[src/rtl/tictactoe_o_player.sv]
// tictactoe_o_player: automatic O opponent for the tic-tac-toe datapath.
// When it is O's turn it searches one square per cycle in three passes
// (take a win, block an X win, then a fixed preference order), presents a
// registered one-hot o_move and holds it until the board shows it committed
// or the hold timeout expires.
//
// Optional build macro TTT_OPP_STATS_EN adds a moves_made counter output.
//
// Handshake: o_move/move_valid are a producer-held proposal. Once presented,
// o_move stays stable until the consumer commits it, which is observed as
// (o & o_move) != 0; the move is then withdrawn on the next edge.
module tictactoe_o_player #(
  parameter int HOLD_TIMEOUT = 15
) (
  input  logic       clk,
  input  logic       reset_n,
  input  logic       enable,
  input  logic [8:0] x,
  input  logic [8:0] o,
  input  logic       winner,
  output logic [8:0] o_move,
  output logic       move_valid,
  output logic       busy,
`ifdef TTT_OPP_STATS_EN
  output logic [3:0] moves_made,
`endif
  output logic [2:0] state_dbg
);

  typedef enum logic [2:0] {
    IDLE       = 3'd0,
    SCAN_WIN   = 3'd1,
    SCAN_BLOCK = 3'd2,
    SCAN_PREF  = 3'd3,
    PRESENT    = 3'd4
  } state_t;

  localparam logic [3:0] HOLD_LAST = 4'(HOLD_TIMEOUT - 1);

  state_t     state, state_n;
  logic [3:0] idx, idx_n;
  logic [3:0] hold_cnt, hold_n;
  logic [8:0] o_move_n;

  logic [8:0] occ;
  logic [3:0] sq;
  logic       sq_free;
  logic       o_turn;
  logic       accept;

  function automatic logic [3:0] pop9(input logic [8:0] v);
    logic [3:0] c;
    c = 4'd0;
    for (int i = 0; i < 9; i++) c = c + {3'b000, v[i]};
    return c;
  endfunction

  // True when some line through square s has both other squares set in b.
  function automatic logic line_hit(input logic [8:0] b, input logic [3:0] s);
    logic h;
    case (s)
      4'd0:    h = (b[1] & b[2]) | (b[3] & b[6]) | (b[4] & b[8]);
      4'd1:    h = (b[0] & b[2]) | (b[4] & b[7]);
      4'd2:    h = (b[0] & b[1]) | (b[5] & b[8]) | (b[4] & b[6]);
      4'd3:    h = (b[4] & b[5]) | (b[0] & b[6]);
      4'd4:    h = (b[3] & b[5]) | (b[1] & b[7]) | (b[0] & b[8]) | (b[2] & b[6]);
      4'd5:    h = (b[3] & b[4]) | (b[2] & b[8]);
      4'd6:    h = (b[7] & b[8]) | (b[0] & b[3]) | (b[2] & b[4]);
      4'd7:    h = (b[6] & b[8]) | (b[1] & b[4]);
      4'd8:    h = (b[6] & b[7]) | (b[2] & b[5]) | (b[0] & b[4]);
      default: h = 1'b0;
    endcase
    return h;
  endfunction

  // Preference order: centre, corners, then edges.
  function automatic logic [3:0] pref_sq(input logic [3:0] p);
    logic [3:0] s;
    case (p)
      4'd0:    s = 4'd4;
      4'd1:    s = 4'd0;
      4'd2:    s = 4'd2;
      4'd3:    s = 4'd6;
      4'd4:    s = 4'd8;
      4'd5:    s = 4'd1;
      4'd6:    s = 4'd3;
      4'd7:    s = 4'd5;
      default: s = 4'd7;
    endcase
    return s;
  endfunction

  // Board-derived conditions and the square under examination this cycle.
  always_comb begin
    occ     = x | o;
    o_turn  = enable & ~winner & (pop9(x) == (pop9(o) + 4'd1)) & (occ != 9'h1FF);
    accept  = (o & o_move) != 9'h000;
    sq      = (state == SCAN_PREF) ? pref_sq(idx) : idx;
    sq_free = (sq <= 4'd8) ? ~occ[sq] : 1'b0;
  end

  // Next-state, index, hold counter and move register update.
  always_comb begin
    state_n  = state;
    idx_n    = idx;
    hold_n   = hold_cnt;
    o_move_n = o_move;
    case (state)
      IDLE: begin
        o_move_n = 9'h000;
        hold_n   = 4'd0;
        idx_n    = 4'd0;
        if (o_turn) state_n = SCAN_WIN;
      end
      SCAN_WIN, SCAN_BLOCK: begin
        if (!o_turn) begin
          state_n  = IDLE;
          idx_n    = 4'd0;
          o_move_n = 9'h000;
        end else if (sq_free && line_hit((state == SCAN_WIN) ? o : x, sq)) begin
          state_n  = PRESENT;
          o_move_n = 9'h001 << sq;
          hold_n   = 4'd0;
        end else if (idx == 4'd8) begin
          state_n = (state == SCAN_WIN) ? SCAN_BLOCK : SCAN_PREF;
          idx_n   = 4'd0;
        end else begin
          idx_n = idx + 4'd1;
        end
      end
      SCAN_PREF: begin
        if (!o_turn) begin
          state_n  = IDLE;
          idx_n    = 4'd0;
          o_move_n = 9'h000;
        end else if (sq_free) begin
          state_n  = PRESENT;
          o_move_n = 9'h001 << sq;
          hold_n   = 4'd0;
        end else if (idx == 4'd8) begin
          state_n  = IDLE;
          idx_n    = 4'd0;
          o_move_n = 9'h000;
        end else begin
          idx_n = idx + 4'd1;
        end
      end
      PRESENT: begin
        // Accept is checked first so a committed move is never counted as an abort.
        if (accept || !o_turn || (hold_cnt == HOLD_LAST)) begin
          state_n  = IDLE;
          idx_n    = 4'd0;
          hold_n   = 4'd0;
          o_move_n = 9'h000;
        end else begin
          hold_n = hold_cnt + 4'd1;
        end
      end
      default: begin
        state_n  = IDLE;
        idx_n    = 4'd0;
        hold_n   = 4'd0;
        o_move_n = 9'h000;
      end
    endcase
  end

  // State, index, hold counter and registered move.
  always_ff @(posedge clk or negedge reset_n) begin
    if (!reset_n) begin
      state    <= IDLE;
      idx      <= 4'd0;
      hold_cnt <= 4'd0;
      o_move   <= 9'h000;
    end else begin
      state    <= state_n;
      idx      <= idx_n;
      hold_cnt <= hold_n;
      o_move   <= o_move_n;
    end
  end

  // Status outputs follow the registered state and move directly.
  always_comb begin
    move_valid = o_move != 9'h000;
    busy       = state != IDLE;
    state_dbg  = state;
  end

`ifdef TTT_OPP_STATS_EN
  // Accepted-move counter, saturating at 9, cleared by an empty board.
  always_ff @(posedge clk or negedge reset_n) begin
    if (!reset_n) begin
      moves_made <= 4'd0;
    end else if (occ == 9'h000) begin
      moves_made <= 4'd0;
    end else if ((state == PRESENT) && accept && (moves_made != 4'd9)) begin
      moves_made <= moves_made + 4'd1;
    end
  end
`endif

endmodule
[config.mk]
export PLATFORM = sky130hd
export DESIGN_NAME = tictactoe_o_player
export DESIGN_NICKNAME = d
export VERILOG_FILES = /design/src/rtl/tictactoe_o_player.sv
export SDC_FILE = /design/constraint.sdc
export NUM_CORES = 1
export LEC_CHECK = 0
export CAP_MARGIN = 20
export CORE_UTILIZATION = 57
export CTS_BUF_LIST = sky130_fd_sc_hd__clkbuf_8
export DETAILED_ROUTE_END_ITERATION = 6
export MAX_ROUTING_LAYER = met4
export PLACE_DENSITY_LB_ADDON = 0.15
export SETUP_SLACK_MARGIN = 0.4
export SLEW_MARGIN = 30
export SYNTH_ARGS = -nofsm -noshare
export SYNTH_HDL_FRONTEND = slang
export SYNTH_SLANG_ARGS = --single-unit
export TNS_END_PERCENT = 30
[constraint.sdc]
create_clock -name clk -period 3.8 [get_ports clk]
set_input_delay 0.57 -clock clk [delete_from_list [all_inputs] [get_ports clk]]
set_output_delay 0.57 -clock clk [all_outputs]
set_load 0.05 [all_outputs]
==> results.md <==
- Status: complete, but fails checks
- Failing checks: DRC, setup timing
- Req. time, crit path: between 3 and 4 ns
- Synth Flop Type: dfrtp_1
- Clock buffer count from CTS: 3
- CP cell instances: buf_8 > inv_4 > fa_1 > fa_1 > fa_1 > fa_2 > inv_2 > fa_1 > xor2_1 > o21ai_1 > a211oi_2 > nand3_2 > or3_4 > or4_1 > a311o_1 > o221ai_2
- Final hold violations: 0
- LEAKAGE: ~0.0015 µW
- Yosys top cell area share: 0.194
- Synth Warn #: 0
- Clock sinks: 20
- Core Region: 4350 µm²
- Syn Inst Count: approximately 310
- Sequential power share: 0.261
- Post-route cell area: around 3400 µm²
- Sw frac: 0.363
- Initial core utilization: 0.593
- Ys async rst share: 1.00
- First-pass GRT wire length: about 13 mm
- Nets: about 410
- N_diodes: 0
- Register area share after synthesis: 0.194
- Slew Viols, Final: 0
- Fmax: around 220 MHz
- P_int: around 550 µW
- Finished Core Util: 0.772
- GP Congestion: 0.896
- Place WS: -1.78 ns
- Part of the cycle the worst path needs: 1.22
- Max clock buf depth: 2
- HP Class: primary input to async pin
- Comb pwr share: 0.487
- Clk slew on worst S/H paths: roughly 0.080 ns
- Unrepaired setup endpoints after global routing: true
- Initial antenna violation count: 0
- Synth area leader: dfrtp_1
- H-tree depth: 1
- Die Y-Extent: between 60 and 70 µm
- DRC Markers: 6
- Yosys cell types: 65
- Peak VDD IR: 0.204 mV
- Max incr delay on CP: between 0.5 and 0.6 ns
- Synthesized flop and latch total: 20
- Clk pwr share: 0.252
- Layout Cells excl Fill: between 400 and 500
- Critical path's slowest cell: fa_1
- Area grow syn2layout: 30.1%
- Cell count after placement: slightly above 400
- CP endpoint kind: register
- Cell Area, Synth: between 2000 and 3000 µm²
- Number of global-route vias before repair: 2637
- Minimum clock period: about 4.6 ns
- Final setup viols: 20
- Worst-Margin Slew: approximately 0.75 ns
- Die W: roughly 70 µm
- Vias: ~2.8k
- Post-Syn Area per Cell: about 8.3 µm²
- Syn Nets: 356
- Number of max-cap violations: 0
- I/O pin cnt: 36
- Pre-Repair DR Iteration Count: 7
- Placed Area: between 3000 and 4000 µm²
- DRT Wirelength: between 7 and 8 mm
- Top post-synthesis cells by area: dfrtp_1 (19%), fa_1 (7.8%), ha_1 (5.3%)
- Slew margin rel.: 0.498
- Clock Tree Root: clkbuf_8
- All-layer global routing usage: 0.331
- CP dominant cell by count: fa_1
- Pin count of the biggest net entering global routing: 21
- Grt ovf: 0
- Worst path arrival time: about 4.8 ns
- CTS tree: done
- Critical path class: primary input to register
- Drt wl/cell: roughly 18 µm
- Post-synth EDFFs: 0
- Detail Route Antenna Nets: 0
- Max FO, Critical Path: 3
- Number of port buffers: 35
- Worst setup SP type: primary input
- Fraction of layout cells with a size suffix above 1: 0.259
- Clk_lat worst skew: about 0.26 ns
- Die area: 4800 µm²
- Pwr dens: around 260 nW/µm²
- P_sw: 314 µW
- 1st-iter DRT viols: ~320
- Via density per instance: 6.60
- Detail Placement HPWL: ~5.2 mm
- Final worst slack: -0.844 ns
- Site row count: 24
- Final Skew: ~0.0011 ns
==> routing by layer <==
metal / GRT usage / vias up / part of all wire
li1: - / 1256 / -
met1: 0.457 / 1318 / 0.42
met2: 0.493 / 162 / 0.46
met3: 0.0422 / 29 / 0.091
met4: 0.132 / 0 / 0.027
met5: - / - / 0
==> placed cells by master, fill, tap and decap left out, drive strengths merged, types with 5 or more instances in the layout <==
| cell type | count |
|---|---|
| clkdlybuf4s50 | 26 |
| a222oi | 8 |
| nand2 | 28 |
| xor2 | 5 |
| dfrtp | 20 |
| nor2 | 25 |
| o21ai | 14 |
| nand4 | 5 |
| a211oi | 7 |
| fa | 10 |
| nand3 | 9 |
| ha | 11 |
| buf | 47 |
| nor4 | 5 |
| o41ai | 5 |
| nor3 | 5 |
| a22oi | 11 |
| mux2 | 5 |
| mux2i | 10 |
| a21oi | 10 |
| inv | 35 |
==> repair_timing <==
item,CTS,global route
pin swaps,17,6
hold buffers,0,0
setup buffers,7,2
endpoints found under the setup margin,20,20
resized for setup,55,4
gates cloned,0,0
==> synthesized netlist by cell type (7+ instances only) <==
master,number
inv_1,35
nand3_1,9
o21ai_0,12
mux2i_1,10
a211oi_1,7
a222oi_1,8
a22oi_1,11
dfrtp_1,20
nand2_1,28
nor2_1,24
a21oi_1,9
ha_1,11
fa_1,10
clkbuf_1,14
==> state kept, by name, indices dropped and copies added (netlist names) <==
signal / count
state_dbg: 3
hold_cnt: 4
o_move: 9
idx: 4
==> through the flow <==
| step | setup TNS (ns) | hold WS, ns | total power (µW) |
|---|---|---|---|
| final | -14.14 | 0.241 | 865 |
| after global routing | -16.57 | 0.275 | 914 |
| after CTS | -14.49 | 0.504 | 848 |
| after detailed placement | -31.24 | 0.511 | 612 |
| after global placement | -29.30 | 0.511 | 603 |
| after floorplan | -18.19 | 0.274 | 498 |
==> area by class of cell <==
| type | count | area (µm²) |
|---|---|---|
| clock buffers | 3 | 41.3 |
| clock inverters | 1 | 30.0 |
| fillers | 311 | 995 |
| inverters | 35 | 134 |
| multi-input cells | 233 | 1940 |
| flip-flops and latches | 20 | 500 |
| well taps | 52 | 65.1 |
| repair buffers | 75 | 653 |
==> power groups by stage <==
| stage | clock [µW] | sequential, µW | combinational (µW) |
|---|---|---|---|
| floorplan | 0 | 233 | 266 |
| global placement | 0 | 229 | 374 |
| detailed placement | 0 | 229 | 383 |
| CTS | 221 | 225 | 402 |
| global route | 227 | 227 | 460 |
| finish | 218 | 226 | 421 |
==> kinds of logic (layout without fill, tap and decap cells) <==
kind of cell / Yosys count / in the layout / synth area share
AOI/OAI and AO/OA: 87 / 87 / 0.281
xor gates and xnor gates: 6 / 6 / 0.0203
adders and majority gates: 22 / 22 / 0.135
buffers and inverters: 60 / 114 / 0.102
DFF: 20 / 20 / 0.194
muxes: 15 / 15 / 0.0606
and+or+nand+nor: 103 / 103 / 0.207
==> worst paths after layout <==
check,slack [ns],startpoint,cells past startpoint,to
hold / removal,0.24,reset_n,1,o_move[2]
max in group asynchronous,3.25,reset_n,1,idx[0]
min in group clk,0.51,hold_cnt[2],1,hold_cnt[2]
setup reg to reg,0.42,state_dbg[2],9,idx[1]
setup / recovery,-0.84,x[0],16,idx[3]
hold reg to reg,0.51,hold_cnt[2],1,hold_cnt[2]
==> worst max-delay path, delay by kind of cell <==
| family | cells | cell delay (ns) |
|---|---|---|
| XOR/XNOR | 1 | 0.16 |
| buffers and inverters | 3 | 0.17 |
| AND/OR/NAND/NOR | 3 | 0.93 |
| AO/OA/AOI/OAI | 4 | 0.72 |
| adder cells (fa/ha/maj) | 5 | 2.27 |
Power figures use the tool's default switching activity.
